`src/rtl/mdu_pkg.sv`:
```
// Shared definitions for the multiply/divide unit: op codes, FSM states, widths.
// Latency: n/a (types and constants only).
// Backpressure: n/a.
package mdu_pkg;

  // Operand / HI / LO width used by the processor build.
  localparam int MDU_WIDTH = 32;

  // Operation codes carried on op, sampled together with start.
  localparam logic [2:0] OP_MULT  = 3'd0;
  localparam logic [2:0] OP_MULTU = 3'd1;
  localparam logic [2:0] OP_DIV   = 3'd2;
  localparam logic [2:0] OP_DIVU  = 3'd3;
  localparam logic [2:0] OP_MTHI  = 3'd4;
  localparam logic [2:0] OP_MTLO  = 3'd5;

  typedef enum logic [1:0] {
    IDLE = 2'd0,
    PREP = 2'd1,
    ITER = 2'd2,
    FIX  = 2'd3
  } mdu_state_e;

  // Ceiling log2, used to size the iteration counter.
  function automatic int clog2(input int n);
    int r;
    r = 0;
    while ((1 << r) < n) r++;
    return r;
  endfunction

endpackage

```
`src/rtl/mdu_if.sv`:
```
// Request/response bundle between the execute stage and the multiply/divide unit.
// Latency: wires only; optional cancel signal present when MDU_CANCEL_EN is defined.
// Backpressure: none in-band; the consumer watches busy/stall and holds its instruction.
interface mdu_if
  import mdu_pkg::*;
#(
  parameter int WIDTH = MDU_WIDTH
) ();

  logic             start;
  logic [2:0]       op;
  logic [WIDTH-1:0] src_a;
  logic [WIDTH-1:0] src_b;
  logic             mf_req;
  logic             mf_hi;
`ifdef MDU_CANCEL_EN
  logic             cancel;
`endif
  logic [WIDTH-1:0] result;
  logic [WIDTH-1:0] hi;
  logic [WIDTH-1:0] lo;
  logic             busy;
  logic             done;
  logic             stall;

`ifdef MDU_CANCEL_EN
  modport master (
    output start, op, src_a, src_b, mf_req, mf_hi, cancel,
    input  result, hi, lo, busy, done, stall
  );
  modport slave (
    input  start, op, src_a, src_b, mf_req, mf_hi, cancel,
    output result, hi, lo, busy, done, stall
  );
`else
  modport master (
    output start, op, src_a, src_b, mf_req, mf_hi,
    input  result, hi, lo, busy, done, stall
  );
  modport slave (
    input  start, op, src_a, src_b, mf_req, mf_hi,
    output result, hi, lo, busy, done, stall
  );
`endif

endinterface

```
`src/rtl/mdu_iter.sv`:
```
// One iteration step: shift-add multiply or restoring-subtract divide on a 2*WIDTH accumulator.
// Latency: combinational.
// Backpressure: none; the caller decides when to register acc_o.
module mdu_iter
  import mdu_pkg::*;
#(
  parameter int WIDTH = MDU_WIDTH
) (
  input  logic               is_div_i,
  input  logic [WIDTH-1:0]   operand_i,
  input  logic [2*WIDTH-1:0] acc_i,
  output logic [2*WIDTH-1:0] acc_o
);

  // Multiply layout: acc = {partial product, remaining multiplier bits}.
  // Divide layout:   acc = {partial remainder, dividend bits / quotient bits}.
  logic [WIDTH:0] add_sum;
  logic [WIDTH:0] rem_sh;
  logic [WIDTH:0] diff;

  // Single step; the divide borrow bit (diff MSB) selects restore vs. keep.
  always_comb begin
    add_sum = {1'b0, acc_i[2*WIDTH-1:WIDTH]} + (acc_i[0] ? {1'b0, operand_i} : {(WIDTH+1){1'b0}});
    rem_sh  = {acc_i[2*WIDTH-1:WIDTH], acc_i[WIDTH-1]};
    diff    = rem_sh - {1'b0, operand_i};
    acc_o   = {add_sum, acc_i[WIDTH-1:1]};
    if (is_div_i) begin
      if (diff[WIDTH]) begin
        acc_o = {rem_sh[WIDTH-1:0], acc_i[WIDTH-2:0], 1'b0};
      end else begin
        acc_o = {diff[WIDTH-1:0], acc_i[WIDTH-2:0], 1'b1};
      end
    end
  end

endmodule

```
`src/rtl/mult_div_unit.sv`:
```
// Iterative MULT/MULTU/DIV/DIVU plus MTHI/MTLO, owning HI/LO; optional flush input under MDU_CANCEL_EN.
// Latency: start accepted at edge N -> HI/LO written, done pulsed after edge N+WIDTH+2; MTHI/MTLO on edge N.
// Backpressure: start is dropped while busy (and in the done cycle); stall = mf_req & busy for the hazard unit.
module mult_div_unit
  import mdu_pkg::*;
#(
  parameter int WIDTH = MDU_WIDTH
) (
  input logic clk,
  input logic reset,
  mdu_if.slave mdu
);

  localparam int CW = clog2(WIDTH);

  mdu_state_e         state_q;
  logic [CW-1:0]      cnt_q;
  logic [2*WIDTH-1:0] acc_q;
  logic [WIDTH-1:0]   opnd_q;
  logic [WIDTH-1:0]   a_q;
  logic [WIDTH-1:0]   b_q;
  logic               is_div_q;
  logic               is_sgn_q;
  logic               neg_quo_q;
  logic               neg_rem_q;
  logic               dz_q;
  logic [WIDTH-1:0]   hi_q;
  logic [WIDTH-1:0]   lo_q;
  logic               busy_q;
  logic               done_q;

  logic [2*WIDTH-1:0] acc_d;
  logic [WIDTH-1:0]   hi_d;
  logic [WIDTH-1:0]   lo_d;
  logic               a_neg;
  logic               b_neg;
  logic [WIDTH-1:0]   a_mag;
  logic [WIDTH-1:0]   b_mag;
  logic [2*WIDTH-1:0] prod_fix;
  logic [WIDTH-1:0]   quo_fix;
  logic [WIDTH-1:0]   rem_fix;
  logic               flush;
  logic               accept;

`ifdef MDU_CANCEL_EN
  assign flush = mdu.cancel;
`else
  assign flush = 1'b0;
`endif

  // The done cycle still belongs to the finishing operation, so a start
  // there is dropped; the following cycle accepts normally.
  assign accept = mdu.start && (state_q == IDLE) && !done_q && !flush;

  mdu_iter #(.WIDTH(WIDTH)) u_iter (
    .is_div_i  (is_div_q),
    .operand_i (opnd_q),
    .acc_i     (acc_q),
    .acc_o     (acc_d)
  );

  // Operand magnitudes and signs for the PREP cycle.
  always_comb begin
    a_neg = is_sgn_q & a_q[WIDTH-1];
    b_neg = is_sgn_q & b_q[WIDTH-1];
    a_mag = a_neg ? -a_q : a_q;
    b_mag = b_neg ? -b_q : b_q;
  end

  // Sign correction and divide-by-zero override applied in FIX.
  always_comb begin
    prod_fix = neg_quo_q ? -acc_q : acc_q;
    quo_fix  = neg_quo_q ? -acc_q[WIDTH-1:0] : acc_q[WIDTH-1:0];
    rem_fix  = neg_rem_q ? -acc_q[2*WIDTH-1:WIDTH] : acc_q[2*WIDTH-1:WIDTH];
    hi_d     = prod_fix[2*WIDTH-1:WIDTH];
    lo_d     = prod_fix[WIDTH-1:0];
    if (is_div_q) begin
      if (dz_q) begin
        hi_d = a_q;
        lo_d = {WIDTH{1'b1}};
      end else begin
        hi_d = rem_fix;
        lo_d = quo_fix;
      end
    end
  end

  // Control FSM with counter, datapath registers and HI/LO.
  always_ff @(posedge clk or posedge reset) begin
    if (reset) begin
      state_q   <= IDLE;
      cnt_q     <= '0;
      acc_q     <= '0;
      opnd_q    <= '0;
      a_q       <= '0;
      b_q       <= '0;
      is_div_q  <= 1'b0;
      is_sgn_q  <= 1'b0;
      neg_quo_q <= 1'b0;
      neg_rem_q <= 1'b0;
      dz_q      <= 1'b0;
      hi_q      <= '0;
      lo_q      <= '0;
      busy_q    <= 1'b0;
      done_q    <= 1'b0;
    end else begin
      done_q <= 1'b0;
      if (flush && busy_q) begin
        state_q <= IDLE;
        busy_q  <= 1'b0;
      end else begin
        case (state_q)
          IDLE: begin
            if (accept) begin
              case (mdu.op)
                OP_MULT, OP_MULTU, OP_DIV, OP_DIVU: begin
                  a_q      <= mdu.src_a;
                  b_q      <= mdu.src_b;
                  is_div_q <= mdu.op[1];
                  is_sgn_q <= ~mdu.op[0];
                  busy_q   <= 1'b1;
                  state_q  <= PREP;
                end
                OP_MTHI: hi_q <= mdu.src_a;
                OP_MTLO: lo_q <= mdu.src_a;
                default: ;
              endcase
            end
          end
          PREP: begin
            acc_q     <= is_div_q ? {{WIDTH{1'b0}}, a_mag} : {{WIDTH{1'b0}}, b_mag};
            opnd_q    <= is_div_q ? b_mag : a_mag;
            neg_quo_q <= a_neg ^ b_neg;
            neg_rem_q <= a_neg;
            dz_q      <= is_div_q && (b_q == '0);
            cnt_q     <= CW'(WIDTH - 1);
            state_q   <= ITER;
          end
          ITER: begin
            acc_q <= acc_d;
            if (cnt_q == '0) begin
              state_q <= FIX;
            end else begin
              cnt_q <= cnt_q - 1'b1;
            end
          end
          FIX: begin
            hi_q    <= hi_d;
            lo_q    <= lo_d;
            done_q  <= 1'b1;
            busy_q  <= 1'b0;
            state_q <= IDLE;
          end
          default: state_q <= IDLE;
        endcase
      end
    end
  end

  assign mdu.result = mdu.mf_hi ? hi_q : lo_q;
  assign mdu.hi     = hi_q;
  assign mdu.lo     = lo_q;
  assign mdu.busy   = busy_q;
  assign mdu.done   = done_q;
  assign mdu.stall  = mdu.mf_req & busy_q;

endmodule

```
`src/flat_wrapper.sv`:
```
// flat-port wrapper written by rule: the top's interface ports become plain ports
module mult_div_unit_flat import mdu_pkg::*;
#(
  parameter int WIDTH = MDU_WIDTH
)
  (clk, reset, mdu_start, mdu_op, mdu_src_a, mdu_src_b, mdu_mf_req, mdu_mf_hi, mdu_result, mdu_hi, mdu_lo, mdu_busy, mdu_done, mdu_stall);
  mdu_if #(.WIDTH(WIDTH)) mdu_i ();
  input logic clk;
  input logic reset;
  input wire logic [$bits(mdu_i.start)-1:0] mdu_start;
  input wire logic [$bits(mdu_i.op)-1:0] mdu_op;
  input wire logic [$bits(mdu_i.src_a)-1:0] mdu_src_a;
  input wire logic [$bits(mdu_i.src_b)-1:0] mdu_src_b;
  input wire logic [$bits(mdu_i.mf_req)-1:0] mdu_mf_req;
  input wire logic [$bits(mdu_i.mf_hi)-1:0] mdu_mf_hi;
  output wire logic [$bits(mdu_i.result)-1:0] mdu_result;
  output wire logic [$bits(mdu_i.hi)-1:0] mdu_hi;
  output wire logic [$bits(mdu_i.lo)-1:0] mdu_lo;
  output wire logic [$bits(mdu_i.busy)-1:0] mdu_busy;
  output wire logic [$bits(mdu_i.done)-1:0] mdu_done;
  output wire logic [$bits(mdu_i.stall)-1:0] mdu_stall;
  assign mdu_i.start = mdu_start;
  assign mdu_i.op = mdu_op;
  assign mdu_i.src_a = mdu_src_a;
  assign mdu_i.src_b = mdu_src_b;
  assign mdu_i.mf_req = mdu_mf_req;
  assign mdu_i.mf_hi = mdu_mf_hi;
  assign mdu_result = mdu_i.result;
  assign mdu_hi = mdu_i.hi;
  assign mdu_lo = mdu_i.lo;
  assign mdu_busy = mdu_i.busy;
  assign mdu_done = mdu_i.done;
  assign mdu_stall = mdu_i.stall;
  mult_div_unit #(.WIDTH(WIDTH)) u_core (.clk(clk), .reset(reset), .mdu(mdu_i));
endmodule
```
`config.mk`:
```
export PLATFORM = sky130hd
export DESIGN_NAME = mult_div_unit_flat
export DESIGN_NICKNAME = d
export VERILOG_FILES = /design/src/rtl/mdu_pkg.sv /design/src/rtl/mdu_if.sv /design/src/rtl/mdu_iter.sv /design/src/rtl/mult_div_unit.sv /design/src/flat_wrapper.sv
export SDC_FILE = /design/constraint.sdc
export NUM_CORES = 1
export LEC_CHECK = 0
export CAP_MARGIN = 30
export CORE_AREA = 3 3 221 223
export DETAILED_ROUTE_END_ITERATION = 12
export DIE_AREA = 0 0 224 226
export HOLD_SLACK_MARGIN = 0.15
export PLACE_DENSITY_LB_ADDON = 0.25
export SLEW_MARGIN = 20
export SYNTH_ARGS = -nofsm -noshare
export SYNTH_HDL_FRONTEND = slang
export SYNTH_SLANG_ARGS = --single-unit
```
`constraint.sdc`:
```
create_clock -name clk -period 10.66 [get_ports clk]
set_input_delay 1.066 -clock clk [delete_from_list [all_inputs] [get_ports clk]]
set_output_delay 1.066 -clock clk [all_outputs]
set_load 0.05 [all_outputs]
```
Word level (Yosys, flattened, before mapping)
Cells that the tools add are included.

word-level totals
  bits in latches = 0
  logic and storage cells = 91
  memories kept = 0
  register bits = 238
  memory bits (read-only) = 0
  memory bits (writable) = 0

cells by class
  bitwise logic cells = 5
  equality and inequality tests = 14
  add/sub/neg operators = 8
  divide/modulo/power cells = 0
  magnitude comparators = 0
  reduce and logical (&&, ||, !) cells = 17
  multiply operators = 0
  multiplexer cells = 32
  shifts and indexed selects = 0

operators by type and width
  cell                 count
  $mux 32              16
  $mux 64              3
  $neg 32->32          4
  $pmux 32 s2          2
  $pmux 64 s2          1
  $neg 64->64          1
  $add 32x33->33       1
  $sub 33x32->33       1
  $logic_not 32->1     1
  $reduce_and 3->1     5
  $pmux 5 s2           1
  $ne 2x2->1 const B   4
  $pmux 2 s4           1
  $eq 3x2->1 const B   2
  $eq 3x3->1 const B   2
  $mux 2               3
  $logic_not 5->1      1
  $mux 5               1
  $sub 5x1->5 const B  1
  $eq 2x2->1 const B   2
  $ne 2x1->1 const B   2
  $reduce_bool 2->1    2
  $reduce_or 4->1      1
  $and 1x1->1          3
  other kinds (11)     15

Depth between registers and ports, before layout
  depth in word-level cells = 5
  depth in mapped cells = 16

Modules after synthesis
Synthesis repeated with hierarchy kept, for this count alone.

second synthesis, totals
  cells, all modules = 2290
  area, all modules = 19288.5 um^2

modules (own cells, without submodules)
  module         area each (um^2)  sequential area each (um^2)  times used  cells each
  mult_div_unit  14762.9           5955.7                       1           1638
  mdu_iter       4525.6            0.0                          1           652

Worst setup path before layout
No wires, ideal clock.

  path type = flip-flop to flip-flop
  start = register u_core.acc_q[32]
  end = register u_core.acc_q[39]
  stages on the path, launching flop included = 16
  period minus slack after synthesis = 3.244 ns
  data arrival time = 3.126 ns
  setup slack = 7.416 ns
  data required time = 10.542 ns
  cell sequence = dfrtp_1 clkbuf_1 inv_1 fa_1 nand2b_1 a21o_1 a211oi_1 o2111ai_1 a211o_1 a21oi_1 nand3b_1 buf_2 buf_2 mux2i_1 a21oi_1 a21o_1

between the ends
  cells in the longest elaborated chain, start to end = 4
  elaborated cells on any way between the ends = 5

RTL lines
  element                   RTL line              text
  start: declaration        mult_div_unit.sv:18   logic [2*WIDTH-1:0] acc_q;
  start signal: assignment  mult_div_unit.sv:131  acc_q <= is_div_q ? {{WIDTH{1'b0}}, a_mag} : {{WIDTH{1'b0}}, b_mag};
  $sub 33x32->33            mdu_iter.sv:25        diff = rem_sh - {1'b0, operand_i};
  $mux 64                   mdu_iter.sv:28        if (diff[WIDTH]) begin
  $mux 64 *                 mdu_iter.sv:27        if (is_div_i) begin
  $pmux 64 s2 *             mult_div_unit.sv:112  case (state_q)

Every way passes the cells marked *; elsewhere a longest branch is shown, timed or not.
A chain may end at the register's enable or synchronous reset.

Final worst setup path
  start = register u_core.acc_q[0]
  end = register u_core.acc_q[58]

between the ends
  cells in the longest elaborated chain, start to end = 4

RTL lines
  element         RTL line              text
  $mux 32         mdu_iter.sv:23        add_sum = {1'b0, acc_i[2*WIDTH-1:WIDTH]} + (acc_i[0] ? {1'b0, operand_i} : {(WIDTH+1){1'b0}});
  $add 32x33->33  mdu_iter.sv:23
  $mux 64         mdu_iter.sv:27
  $pmux 64 s2     mult_div_unit.sv:112

Every way passes these cells.

==> results.tsv <==
stage	metric	value	unit
floorplanning	Die Wd	224	um
global_route	largest net degree at the start of global routing	116	
setup_path	crit start category	flip-flop	
timing	RSZ-0062 raised after global routing	false	
placed_design	port bufs	170	
clock_tree	clk sink count	238	
clock_tree	CTS tree	done	
global_route	GRT Total Usage	0.275	
setup_path	CP endpoint kind	flip-flop	
logic_synthesis	Seq/Total Area, Yosys	0.317	
setup_path	crit path kind	flip-flop to flip-flop	
clock_tree	CTS buffer count	28	
timing	max frequency	216	MHz
floorplanning	placement row count	79	
placed_design	RePlAce Congestion	0.993	
min_path	Tightest Hold Check Type	flip-flop to flip-flop	
clock_tree	clk slew on worst S/H paths	60	ps
placed_design	Cells after DPL	2891	
clock_tree	worst skew pair latency	600	ps
clock_tree	Clock Path Buffers	3	
floorplanning	DIE AREA	50600	um2
floorplanning	DIE HEIGHT	226	um
timing	relative slew slack	0.354	
timing	clock skew	33.9	ps
logic_synthesis	Synth Flop Type	dfrtp_1	
floorplanning	I/O pins	171	
logic_synthesis	Distinct cells, synth	90	
run	max cap viols	0	
detailed_routing	Vias/cell	6.04	
setup_path	worst path bufs/invs	2	
clock_tree	CTS Hold Buffers Added	0	
logic_synthesis	syn_area_per_cell	8.38	um2
detailed_routing	Initial DRC Count	1813	
finish	layout cells sized above 1	0.0963	
detailed_routing	DR DRC count	0	
timing	setup TNS	0	ps
global_route	grt total ovfl	0	
setup_path	critical path's slowest cell	o31ai_1	
timing	Final Hold Fails	0	
finish	Fillers	4542	
finish	Finished Layout Cells	2944	
logic_synthesis	syn nets	2389	
setup_path	kind of cell adding the most delay to the critical path	compound AO/OA/AOI/OAI gates	
clock_tree	post-CTS setup buffers	0	
timing	final setup fails	0	
timing	Least-Margin Pin Slew	960	ps
setup_path	Data required, critical path	11070	ps
timing	Final Max Tran Viols	0	
finish	Nets	2463	
detailed_routing	Routed WL	71300	um
floorplanning	initial core utilization	0.402	
logic_synthesis	Post-Syn Area	18800	um2
setup_path	crit-path max FO	21	
detailed_routing	DR vias	17771	
global_route	initial antenna violation count	0	
placed_design	DP HPWL	54600	um
setup_path	max incr delay on CP	790	ps
detailed_routing	antenna viol nets, final	0	
setup_path	critical-path cell list	inv_1 -> buf_4 -> nor2_1 -> ha_1 -> and3_1 -> a21boi_0 -> a21oi_1 -> a31o_2 -> a2111oi_0 -> a211oi_1 -> o31ai_1 -> a221oi_1 -> xor2_1 -> o221ai_1	
detailed_routing	First-pass DRT Iterations	6	
setup_path	CP Data Arrival Time	5040	ps
clock_tree	Root Buffer	clkbuf_16	
logic_synthesis	Syn. warnings	0	
logic_synthesis	Post-Synthesis Cells	2241	
detailed_routing	Routed wire per std cell	24.2	um
floorplanning	Core Box Area	46800	um2
logic_synthesis	Async SR Flop Fraction	1.00	
logic_synthesis	register bit total from synthesis	238	
clock_tree	Post-CTS Resized	0	
global_route	vias in the first global route	16817	
run_status	run status	finished, final reports clean	
clock_tree	H-tree Lvls	1	
timing	crit share post-route	0.434	
logic_synthesis	EDFF count, synth	0	
finish	Synth-to-Final Area Change	16.9	%
global_route	first-pass GRT wire length	108000	um
timing	min cycle time layout	4630	ps
## worst reg2reg max path, delay by kind of cell, from the launching register on
kind	cells	cell delay, ps
AOI/OAI and AO/OA	8	2330
xor gates and xnor gates	1	170
adders and majority gates	1	360
buffers and inverters	2	800
DFF	1	460
and+or+nand+nor	2	310
## final cells by class
| type | count | area [um2] | share of cell area |
|---|---|---|---|
| diodes | 1 | 2.50 | 0.000114 |
| clock buffers | 39 | 802 | 0.0365 |
| clock inverters | 12 | 243 | 0.0111 |
| inverters | 87 | 334 | 0.0152 |
| multi-input cells | 1766 | 11900 | 0.544 |
| flip-flops and latches | 238 | 5960 | 0.271 |
| well taps | 607 | 759 | 0.0346 |
| repair buffers | 194 | 1920 | 0.0873 |
## synthesized netlist by cell type, types with 11 or more instances
master | count | share of area
o221ai_1 | 29 | 0.014
nor2_1 | 210 | 0.042
o21a_1 | 14 | 0.0056
o21ai_0 | 151 | 0.040
o41ai_1 | 14 | 0.0065
inv_1 | 84 | 0.017
o22ai_1 | 42 | 0.014
nor2b_1 | 11 | 0.0037
and3_1 | 13 | 0.0043
or3_1 | 15 | 0.0050
a21o_1 | 24 | 0.0096
and2_1 | 12 | 0.0040
mux2_2 | 96 | 0.058
o31ai_1 | 24 | 0.0096
xor2_1 | 61 | 0.028
nand3_1 | 39 | 0.010
clkbuf_1 | 119 | 0.024
nor3_1 | 27 | 0.0072
xnor2_1 | 116 | 0.054
dfrtp_1 | 238 | 0.32
o211ai_1 | 55 | 0.022
mux2i_1 | 55 | 0.029
a31oi_1 | 12 | 0.0040
buf_1 | 20 | 0.0040
o21ai_1 | 48 | 0.013
nand2_1 | 230 | 0.046
mux4_2 | 12 | 0.014
nand4_1 | 11 | 0.0037
nand2b_1 | 47 | 0.016
a21oi_1 | 168 | 0.045
a211oi_1 | 21 | 0.0084
ha_1 | 74 | 0.049
## cell families (layout without fill, tap and decap cells)
kind of cell | count (synthesis) | count (layout) | share of synthesized area
fa+ha+maj | 76 | 76 | 0.0514
compound gates | 669 | 669 | 0.225
mux | 164 | 164 | 0.102
other cells | 0 | 1 | 0
xor+xnor | 177 | 177 | 0.0825
flops | 238 | 238 | 0.317
buf+inv | 237 | 332 | 0.0487
simple gates | 680 | 680 | 0.173
## registers in the layout (all words and copies together), names as in the netlist
register,cells
u_core.is_sgn_q,1
u_core.neg_rem_q,1
u_core.mdu.lo,32
u_core.is_div_q,1
u_core.mdu.done,1
u_core.mdu.busy,1
u_core.opnd_q,32
u_core.a_q,32
u_core.state_q,2
u_core.cnt_q,5
u_core.mdu.hi,32
u_core.b_q,32
u_core.neg_quo_q,1
u_core.dz_q,1
u_core.acc_q,64
## per-stage QoR
step	hold WS (ps)	utilization	setup slack (ps)	instance area, um2
finish	501	0.470	6030	22000
global route	514	0.470	5650	22000
CTS	494	0.469	6120	21900
detailed placement	481	0.447	6140	20900
global placement	459	0.446	6150	20800
floorplan	437	-	3060	18800
## per-layer routing
| metal | vias up | track usage | wire length [um] |
|---|---|---|---|
| met1 | 8672 | 0.390 | 31700 |
| li1 | 8211 | - | - |
| met2 | 772 | 0.426 | 31200 |
| met3 | 116 | 0.0382 | 5230 |
| met4 | 0 | 0.107 | 3090 |
| met5 | - | 0 | 0 |
## path summary, 6_finish.rpt
path	from	cells past startpoint	endpoint	slack (ps)
setup / recovery	u_core.acc_q[0]	14	u_core.acc_q[58]	6030
hold / removal	u_core.mdu.lo[16]	2	u_core.mdu.lo[16]	500
setup reg to reg	u_core.acc_q[0]	14	u_core.acc_q[58]	6030
hold reg to reg	u_core.mdu.lo[16]	2	u_core.mdu.lo[16]	500
max in group asynchronous	reset	3	u_core.acc_q[32]	8180
min in group asynchronous	reset	2	u_core.cnt_q[1]	1050
## layout by cell type, fill, tap and decap left out, types with 28 or more instances in the layout
cell type,instances
dfrtp_1,237
nand2_1,227
nor2_1,210
clkdlybuf4s50_1,170
a21oi_1,168
o21ai_0,151
xnor2_1,116
mux2_2,96
inv_1,83
ha_1,71
xor2_1,61
o211ai_1,55
mux2i_1,55
o21ai_1,48
nand2b_1,47
o22ai_1,42
nand3_1,39
o221ai_1,29
clkbuf_16,28
Power is left out: the tool's default activity adds up to more than one toggle a clock period on the data nets, which glitch-free logic cannot reach.
